--- config.mk ---
export PLATFORM = sky130hd
export DESIGN_NAME = note_lane_renderer
export DESIGN_NICKNAME = d
export VERILOG_FILES = /design/src/rtl/note_lane_renderer.sv
export SDC_FILE = /design/constraint.sdc
export NUM_CORES = 1
export LEC_CHECK = 0
export BUFFER_PORTS_ARGS = -buffer_cell sky130_fd_sc_hd__buf_2
export CAP_MARGIN = 20
export CORE_UTILIZATION = 32
export DETAILED_ROUTE_END_ITERATION = 8
export PLACE_DENSITY = 0.57
export SLEW_MARGIN = 20
export SYNTH_ARGS = -nofsm -noshare
export SYNTH_HDL_FRONTEND = slang
export SYNTH_SLANG_ARGS = --single-unit
--- constraint.sdc ---
create_clock -name clock -period 2.5 [get_ports clock]
set_input_delay 0.75 -clock clock [delete_from_list [all_inputs] [get_ports clock]]
set_output_delay 0.75 -clock clock [all_outputs]
set_load 0.05 [all_outputs]
--- src/rtl/note_lane_renderer.sv ---
// note_lane_renderer
//   Note-highway renderer. Keeps a LANES x SLOTS grid of 2-bit note cells as
//   per-lane shift registers. A beat shifts the song by one slot and redraws
//   every box pixel by pixel through the VGA plot port. A clear empties the grid
//   and paints every box in BG_COLOUR. One beat and one clear request can be
//   buffered while a pass is running.
//
// Ports
//   clock          system clock, rising edge
//   reset          asynchronous, active-low
//   beat, clear    single-cycle requests
//   note_in        new slot-0 contents, lane l at [2l+1:2l]
//                  (00 empty, 01 tap, 10 hold, 11 tap)
//   sprite_addr    {py, px} sprite ROM address
//   sprite_sel     0 tap sprite, 1 hold sprite
//   sprite_colour  ROM data, one cycle after address
//   vga_x, vga_y, vga_colour, vga_plot   pixel write port
//   busy           high whenever not IDLE
//   frame_done     one-cycle pulse at the end of each pass
//   overrun        one-cycle pulse when a beat is dropped
//   hit_zone       contents of slot SLOTS-1
module note_lane_renderer #(
    parameter int         LANES     = 3,
    parameter int         SLOTS     = 4,
    parameter int         BOX       = 60,
    parameter int         ORIGIN_X  = 0,
    parameter int         ORIGIN_Y  = 60,
    parameter logic [2:0] BG_COLOUR = 3'b111
) (
    input  logic                 clock,
    input  logic                 reset,
    input  logic                 beat,
    input  logic                 clear,
    input  logic [2*LANES-1:0]   note_in,
    output logic [11:0]          sprite_addr,
    output logic                 sprite_sel,
    input  logic [2:0]           sprite_colour,
    output logic [8:0]           vga_x,
    output logic [7:0]           vga_y,
    output logic [2:0]           vga_colour,
    output logic                 vga_plot,
    output logic                 busy,
    output logic                 frame_done,
    output logic                 overrun,
    output logic [2*LANES-1:0]   hit_zone
);

    localparam int LW = (LANES > 1) ? $clog2(LANES) : 1;
    localparam int SW = (SLOTS > 1) ? $clog2(SLOTS) : 1;

    typedef enum logic [2:0] {IDLE, SHIFT, DRAW, CLEAR, DONE} state_t;

    state_t                          state, state_nxt;
    logic [LANES-1:0][SLOTS-1:0][1:0] grid;
    logic                            pend_beat, pend_clear;
    logic                            take_beat, take_clear;
    logic [LW-1:0]                   lane;
    logic [SW-1:0]                   slot;
    logic [5:0]                      px, py;
    logic                            scan_done;
    logic                            vld_p0;
    logic [1:0]                      cell_p0;
    logic                            plot_p1, bg_p1;
    logic [8:0]                      x_p1;
    logic [7:0]                      y_p1;
    logic                            overrun_r;

    // A clear wins over a beat; a beat arriving alongside a clear stays pending.
    always_comb begin
        state_nxt  = state;
        take_clear = 1'b0;
        take_beat  = 1'b0;
        case (state)
            IDLE: begin
                if (clear || pend_clear) begin
                    take_clear = 1'b1;
                    state_nxt  = CLEAR;
                end else if (beat || pend_beat) begin
                    take_beat = 1'b1;
                    state_nxt = SHIFT;
                end
            end
            SHIFT:       state_nxt = DRAW;
            DRAW, CLEAR: if (scan_done) state_nxt = DONE;
            DONE:        state_nxt = IDLE;
            default:     state_nxt = IDLE;
        endcase
    end

    // Stage p0: the scan position is issued to the ROM combinationally.
    // scan_done marks the drain cycle in which only the last plot is pending.
    assign vld_p0      = ((state == DRAW) || (state == CLEAR)) && !scan_done;
    assign cell_p0     = grid[lane][slot];
    assign sprite_addr = vld_p0 ? {py, px} : 12'd0;
    assign sprite_sel  = vld_p0 && (state == DRAW) && (cell_p0 == 2'b10);

    always_ff @(posedge clock or negedge reset) begin
        if (!reset) begin
            state      <= IDLE;
            grid       <= '0;
            pend_beat  <= 1'b0;
            pend_clear <= 1'b0;
            overrun_r  <= 1'b0;
            lane       <= '0;
            slot       <= '0;
            px         <= '0;
            py         <= '0;
            scan_done  <= 1'b0;
            plot_p1    <= 1'b0;
            x_p1       <= '0;
            y_p1       <= '0;
        end else begin
            state <= state_nxt;

            if (take_clear)
                pend_clear <= 1'b0;
            else if (clear)
                pend_clear <= 1'b1;

            // A beat that arrives as the pending one is consumed takes its place.
            if (take_beat)
                pend_beat <= pend_beat && beat;
            else if (beat)
                pend_beat <= 1'b1;
            overrun_r <= beat && pend_beat && !take_beat;

            if (take_clear) begin
                grid <= '0;
            end else if (state == SHIFT) begin
                for (int l = 0; l < LANES; l++) begin
                    for (int s = SLOTS - 1; s > 0; s--)
                        grid[l][s] <= grid[l][s-1];
                    grid[l][0] <= note_in[2*l +: 2];
                end
            end

            // Scan order: lane, slot, py, px (px fastest).
            if (vld_p0) begin
                if (px == 6'(BOX - 1)) begin
                    px <= '0;
                    if (py == 6'(BOX - 1)) begin
                        py <= '0;
                        if (slot == SW'(SLOTS - 1)) begin
                            slot <= '0;
                            if (lane == LW'(LANES - 1)) begin
                                lane      <= '0;
                                scan_done <= 1'b1;
                            end else begin
                                lane <= lane + 1'b1;
                            end
                        end else begin
                            slot <= slot + 1'b1;
                        end
                    end else begin
                        py <= py + 1'b1;
                    end
                end else begin
                    px <= px + 1'b1;
                end
            end else if (state == DONE) begin
                scan_done <= 1'b0;
            end

            // Stage p1: pixel coordinates line up with the ROM data.
            plot_p1 <= vld_p0;
            if (vld_p0) begin
                x_p1 <= 9'(ORIGIN_X) + 9'(slot) * 9'(BOX) + 9'(px);
                y_p1 <= 8'(ORIGIN_Y) + 8'(lane) * 8'(BOX) + 8'(py);
            end
        end
    end

    always_ff @(posedge clock) begin
        bg_p1 <= (state == CLEAR) || (cell_p0 == 2'b00);
    end

    always_comb begin
        hit_zone = '0;
        for (int l = 0; l < LANES; l++)
            hit_zone[2*l +: 2] = grid[l][SLOTS-1];
    end

    assign vga_plot   = plot_p1;
    assign vga_x      = x_p1;
    assign vga_y      = y_p1;
    assign vga_colour = plot_p1 ? (bg_p1 ? BG_COLOUR : sprite_colour) : 3'd0;
    assign busy       = (state != IDLE);
    assign frame_done = (state == DONE);
    assign overrun    = overrun_r;

endmodule

==> flow_summary.yaml, run 1 <==
route:
  antenna_left: 0
  finalWirelength_um: 7610
  drc: 0
  via_per_inst: 4.86
  wl_per_cell_um: 14.1
  first_pass_iters: 4
  dr_total_vias: 2616
  drt_iter0_drc: 94
clocking:
  clk_latency_ps: 350
  h-tree-depth: 3
  cts_tree: "built"
  postCtsHoldBufs: 0
  clock-sinks: 66
  path_clk_slew_ps: 70
  cts_buffers: 9
  cts_buffer_depth: 2
  root_buffer: "clkbuf_8"
die:
  die_w_um: 105
  start_util_pct: 32.9
  core_region_area_um2: 10300
  rows: 37
  die-area_um2: 11000
  fp.dieH_um: 105
  top_level_ports: 56
grt:
  antenna_found_initial: 0
  grt.total_usage_pct: 14.8
  grt_pass1_vias: 2528
  grt_max_degree: 26
  overflow: 0
  grt_pass1_wl_um: 12800
sta:
  slew_headroom_pct: 57.5
  max_freq_mhz: 365
  fin_ws_ps: -238
  final_max_slew_viol_count: 0
  setup_viol: 1
  finClkSkew_ps: 5.00
  finalCriticalPeriod_ps: 2740
  hold_violations: 0
  rsz0062_at_grt: "yes"
  tightestPinTransition_ps: 638
  final.period_utilization_pct: 110
place:
  dp_hpwl_um: 5400
  io_buffer_count: 55
  place.gp.congestion: 0.809
  pre_cts_ws_ps: -47.5
  place_inst: 515
layout:
  layout-drive-gt1-share_pct: 33.6
  antenna_cells: 0
  finalNetCount: 436
  multi_input_area_um2: 1700
  layout_common_cells: "dfrtp_1 (62), buf_2 (42), nand2_1 (34)"
  fill_cells: 1003
  mostFrequentLayoutCell: "dfrtp_1"
  final_cells: 538
  regArea_um2: 1650
  syn2layout_area_growth_pct: 30.4
synth:
  synth_area_per_cell_um2: 10.6
  ys_seq_area_share_pct: 48.4
  postSynth.asyncResetShare_pct: 98.5
  synth_ff_type: "dfrtp_1"
  ys_top_cells_by_area: "dfrtp_1 (48%), ha_1 (8.5%), a22o_1 (6.2%), nand2_1 (4.1%), mux4_2 (4.0%)"
  netlist_instances: 321
  syn_nets: 359
  synth_top_area_share_pct: 47.8
  synthesis.area_um2: 3400
  ys_warn_count: 0
  synth_top_cell_by_area: "dfrtp_1"
  synth_enable_flop_cells: 0
  synth_cell_types: 42
  synth-seq-cells: 66
worst_setup_path:
  crit_path_end_kind: "primary output"
  reg2reg_to: "vga_y[7]"
  critPathLaunchType: "flop"
  rrSetupSlack_ps: 160
  required_ps: 1750
  crit_type: "flop to primary output"
  r2r_cells: 12
  cp_cell_sequence: "mux4_2 -> nand2_2 -> a31oi_4 -> nor4b_4 -> buf_6"
  critPathSlowestCell: "mux4_2"
  critical_path.max_fanout: 5
  arrival_ps: 1990
  r2r-start: "lane[1]"
  slowest_delay_ps: 530
power:
  combPwrFrac_pct: 2.2
  power.switching_mw: 0.418
  power.density_nw_per_um2: 446
  finalPower_mw: 1.98
  switching_share_pct: 21.1
  internal_power_mw: 1.56
  vdd_drop_max_mv: 0.304
  power_frac_clock_pct: 43.9
  leakage_nw: 2.13
  pwr-share-seq_pct: 54.0
outcome:
  violations: "negative setup slack"
  status: "complete, but fails checks"
run:
  cap_viol_max_count: 0
worst_hold_path:
  hold_class: "primary input to asynchronous set/reset pin"
how the worst max path moves through the flow:
stage	start	end	cells after the start
floorplan	slot[1]	sprite_sel	5
global placement	slot[1]	sprite_sel	5
detailed placement	slot[1]	sprite_sel	6
CTS	slot[1]	sprite_sel	5
global route	slot[0]	sprite_sel	6
finish	slot[1]	sprite_sel	5
flip-flops by register name, indices dropped and copies added (netlist names):
signal and flops:
px 6, pend_beat 1, vga_x 9, bg_p1 1, state 3, lane 2
vga_y 8, py 6, hit_zone 6, overrun 1, grid 18, scan_done 1
pend_clear 1, vga_plot 1, slot 2
cell usage after synthesis, drive strengths merged (6+ instances only):
cell type,number
dfrtp,65
nand2,37
a22o,24
ha,23
inv,22
o21ai,21
nor2,16
and2,11
clkbuf,11
buf,9
a21o,8
mux4,6
xnor2,6
logic make-up after synthesis:
| kind of cell | synth area share (%) |
|---|---|
| xor+xnor | 2.32 |
| flops | 48.4 |
| buf+inv | 5.41 |
| compound gates | 14.7 |
| mux | 5.22 |
| fa+ha+maj | 9.64 |
| simple gates | 14.3 |
metrics by stage:
step	TNS (ps)	utilization, %	instance area, µm²	hold slack [ps]
after global routing	-386	42.9	4430	452
final	-238	42.9	4430	420
after CTS	-281	41.6	4300	431
after floorplan	-179	-	3460	452
after detailed placement	-47.5	38.8	4010	459
after global placement	-3.20	38.8	4010	454
power groups by stage:
stage	registers, mW	clock network, mW	logic, mW
3_5_place_dp	1.09	0	0.0454
5_1_grt	1.07	0.947	0.0490
3_3_place_gp	1.09	0	0.0445
6_report	1.07	0.868	0.0427
4_1_cts	1.07	0.903	0.0455
2_1_floorplan	1.09	0	0.000827
area by class of cell:
cell class | instances | area share [%]
Multi-Input combinational cell | 213 | 38.2
Sequential cell | 66 | 37.2
Timing Repair Buffer | 85 | 14.4
Tap cell | 136 | 3.84
Clock buffer | 12 | 3.27
Inverter | 22 | 1.95
Clock inverter | 3 | 0.903
Timing Repair inverter | 1 | 0.169
what timing repair did:
item	4_1_cts	5_1_grt
cloned	1	0
setup endpoints to repair	14	13
endpoints found under the hold margin	0	0
setup buffers	1	6
pin swaps	2	6
resized for setup	30	27
metal layers:
layer  up-vias  part of all wire [%]  global-route usage (%)
met5         -                     0                       0
met4         0                   1.1                    4.23
met3         8                   5.1                    4.18
met2        60                    47                    23.2
met1      1270                    47                    20.0
li1       1278                     -                       -
worst max-delay path: cells and delay by family (launching register included):
kind	cells	cell delay, ps
compound gates	1	100
buf+inv	1	200
flops	1	430
mux	1	530
simple gates	2	390
Note: power is estimated with default switching activity, not from simulation.
==> run 2: changes to the inputs <==
CORE_MARGIN = 5   (was default)
MAX_ROUTING_LAYER = met4   (was default)
==> flow_summary.yaml, run 2 (same netlist as run 1, synthesis figures left out) <==
layout:
  final_core_util_pct: 42.6
  antenna_cells: 0
  final_cells: 538
  mostFrequentLayoutCell: "dfrtp_1"
  layout_common_cells: "dfrtp_1 (62), buf_2 (42), nand2_1 (35)"
  stdcell_area_um2: 4400
  layout-drive-gt1-share_pct: 32.6
  largest_reg_flops: 18
  regMostFlops: "grid"
  syn2layout_area_growth_pct: 29.5
  finalNetCount: 435
grt:
  grt_pass1_vias: 2604
  grt.total_usage_pct: 12.9
  antenna_found_initial: 0
  grt_pass1_wl_um: 12900
  grt_max_degree: 66
  overflow: 0
route:
  wl_per_cell_um: 14.5
  drt_iter0_drc: 118
  drc: 0
  finalWirelength_um: 7790
  dr_total_vias: 2638
  antenna_left: 0
  first_pass_iters: 4
  via_per_inst: 4.90
power:
  power.density_nw_per_um2: 477
  pwr-share-seq_pct: 50.9
  power.switching_mw: 0.432
  finalPower_mw: 2.10
  internal_power_mw: 1.67
  switching_share_pct: 20.6
  vdd_drop_max_mv: 0.278
  leakage_nw: 2.10
  combPwrFrac_pct: 1.8
  power_frac_clock_pct: 47.3
sta:
  fin_hold_ws_ps: 418
  final_max_slew_viol_count: 0
  tightestPinTransition_ps: 371
  finClkSkew_ps: 6.90
  max_freq_mhz: 366
  fin_ws_ps: -233
  final.period_utilization_pct: 109
  fin_tns_setup_ps: -233
  finalCriticalPeriod_ps: 2730
  slew_headroom_pct: 75.0
  setup_viol: 1
  rsz0062_at_grt: "yes"
  hold_violations: 0
run:
  cap_viol_max_count: 0
place:
  place.gp.congestion: 0.798
  dp_hpwl_um: 5650
  pre_cts_ws_ps: -9.52
  dpl_cell_area_um2: 4000
  place_inst: 514
  io_buffer_count: 55
outcome:
  violations: "negative setup slack"
  status: "complete, but fails checks"
die:
  die_w_um: 113
  fp.dieH_um: 113
  rows: 37
  die-area_um2: 12800
  top_level_ports: 56
  core_region_area_um2: 10300
  start_util_pct: 32.9
clocking:
  path_clk_slew_ps: 70
  cts_buffer_depth: 2
  h-tree-depth: 3
  clk_latency_ps: 340
  cts_buffers: 9
  cts_tree: "built"
  clock-sinks: 66
  postCtsHoldBufs: 0
  root_buffer: "clkbuf_8"
worst_setup_path:
  rrSetupSlack_ps: 90
  arrival_ps: 1980
  critical_path.max_fanout: 2
  r2r-start: "slot[1]"
  required_ps: 1750
  crit_type: "flop to primary output"
  critPathLaunchType: "flop"
  reg2reg_to: "vga_x[6]"
  r2r_cells: 11
  crit_path_end_kind: "primary output"
worst_hold_path:
  hold_class: "primary input to asynchronous set/reset pin"
-- run 2: per-layer routing --
metal  GRT usage, %  routed length [µm]  vias up
li1               -                   -     1284
met1           16.8                3720     1289
met5              -                   0        -
met4           3.45                  81        0
met3           3.74                 384       10
met2           19.8                3600       55
-- run 2: worst max-delay path: stages (launching register included) --
cell and delay, ps:
dfrtp_2 380, mux4_2 520, a21oi_2 180, a31oi_4 60, nor4b_4 310, buf_6 200
-- run 2: final cells by class --
type                            instances  area, µm²
Fill cell                            1036       5920
Multi-Input combinational cell        213       1670
Sequential cell                        66       1650
Timing Repair Buffer                   84        599
Tap cell                              136        170
Clock buffer                           12        145
Inverter                               22       86.3
Clock inverter                          4       75.1
Timing Repair inverter                  1       7.51
-- run 2: worst max path at each step --
stage / start / slack, ps / depth (start not counted) / to
final: slot[0] / -230 / 5 / sprite_sel
after global routing: slot[1] / -330 / 6 / sprite_sel
after CTS: slot[0] / -260 / 5 / sprite_sel
after detailed placement: slot[1] / -10 / 5 / sprite_sel
after global placement: slot[1] / 20 / 5 / sprite_sel
after floorplan: slot[1] / -140 / 5 / sprite_sel
-- run 2: what timing repair did --
item	in CTS	in global routing
pin swaps	4	3
buffers inserted	3	4
setup endpoints to repair	13	13
gates cloned	1	0
gates resized for setup	22	20
-- run 2: power by group through the flow --
stage | combinational, mW | sequential, mW | clock, mW
final | 0.0388 | 1.07 | 0.993
after global routing | 0.0456 | 1.07 | 1.07
after CTS | 0.0411 | 1.07 | 1.03
after detailed placement | 0.0410 | 1.09 | 0
after global placement | 0.0410 | 1.09 | 0
after floorplan | 0.000827 | 1.09 | 0
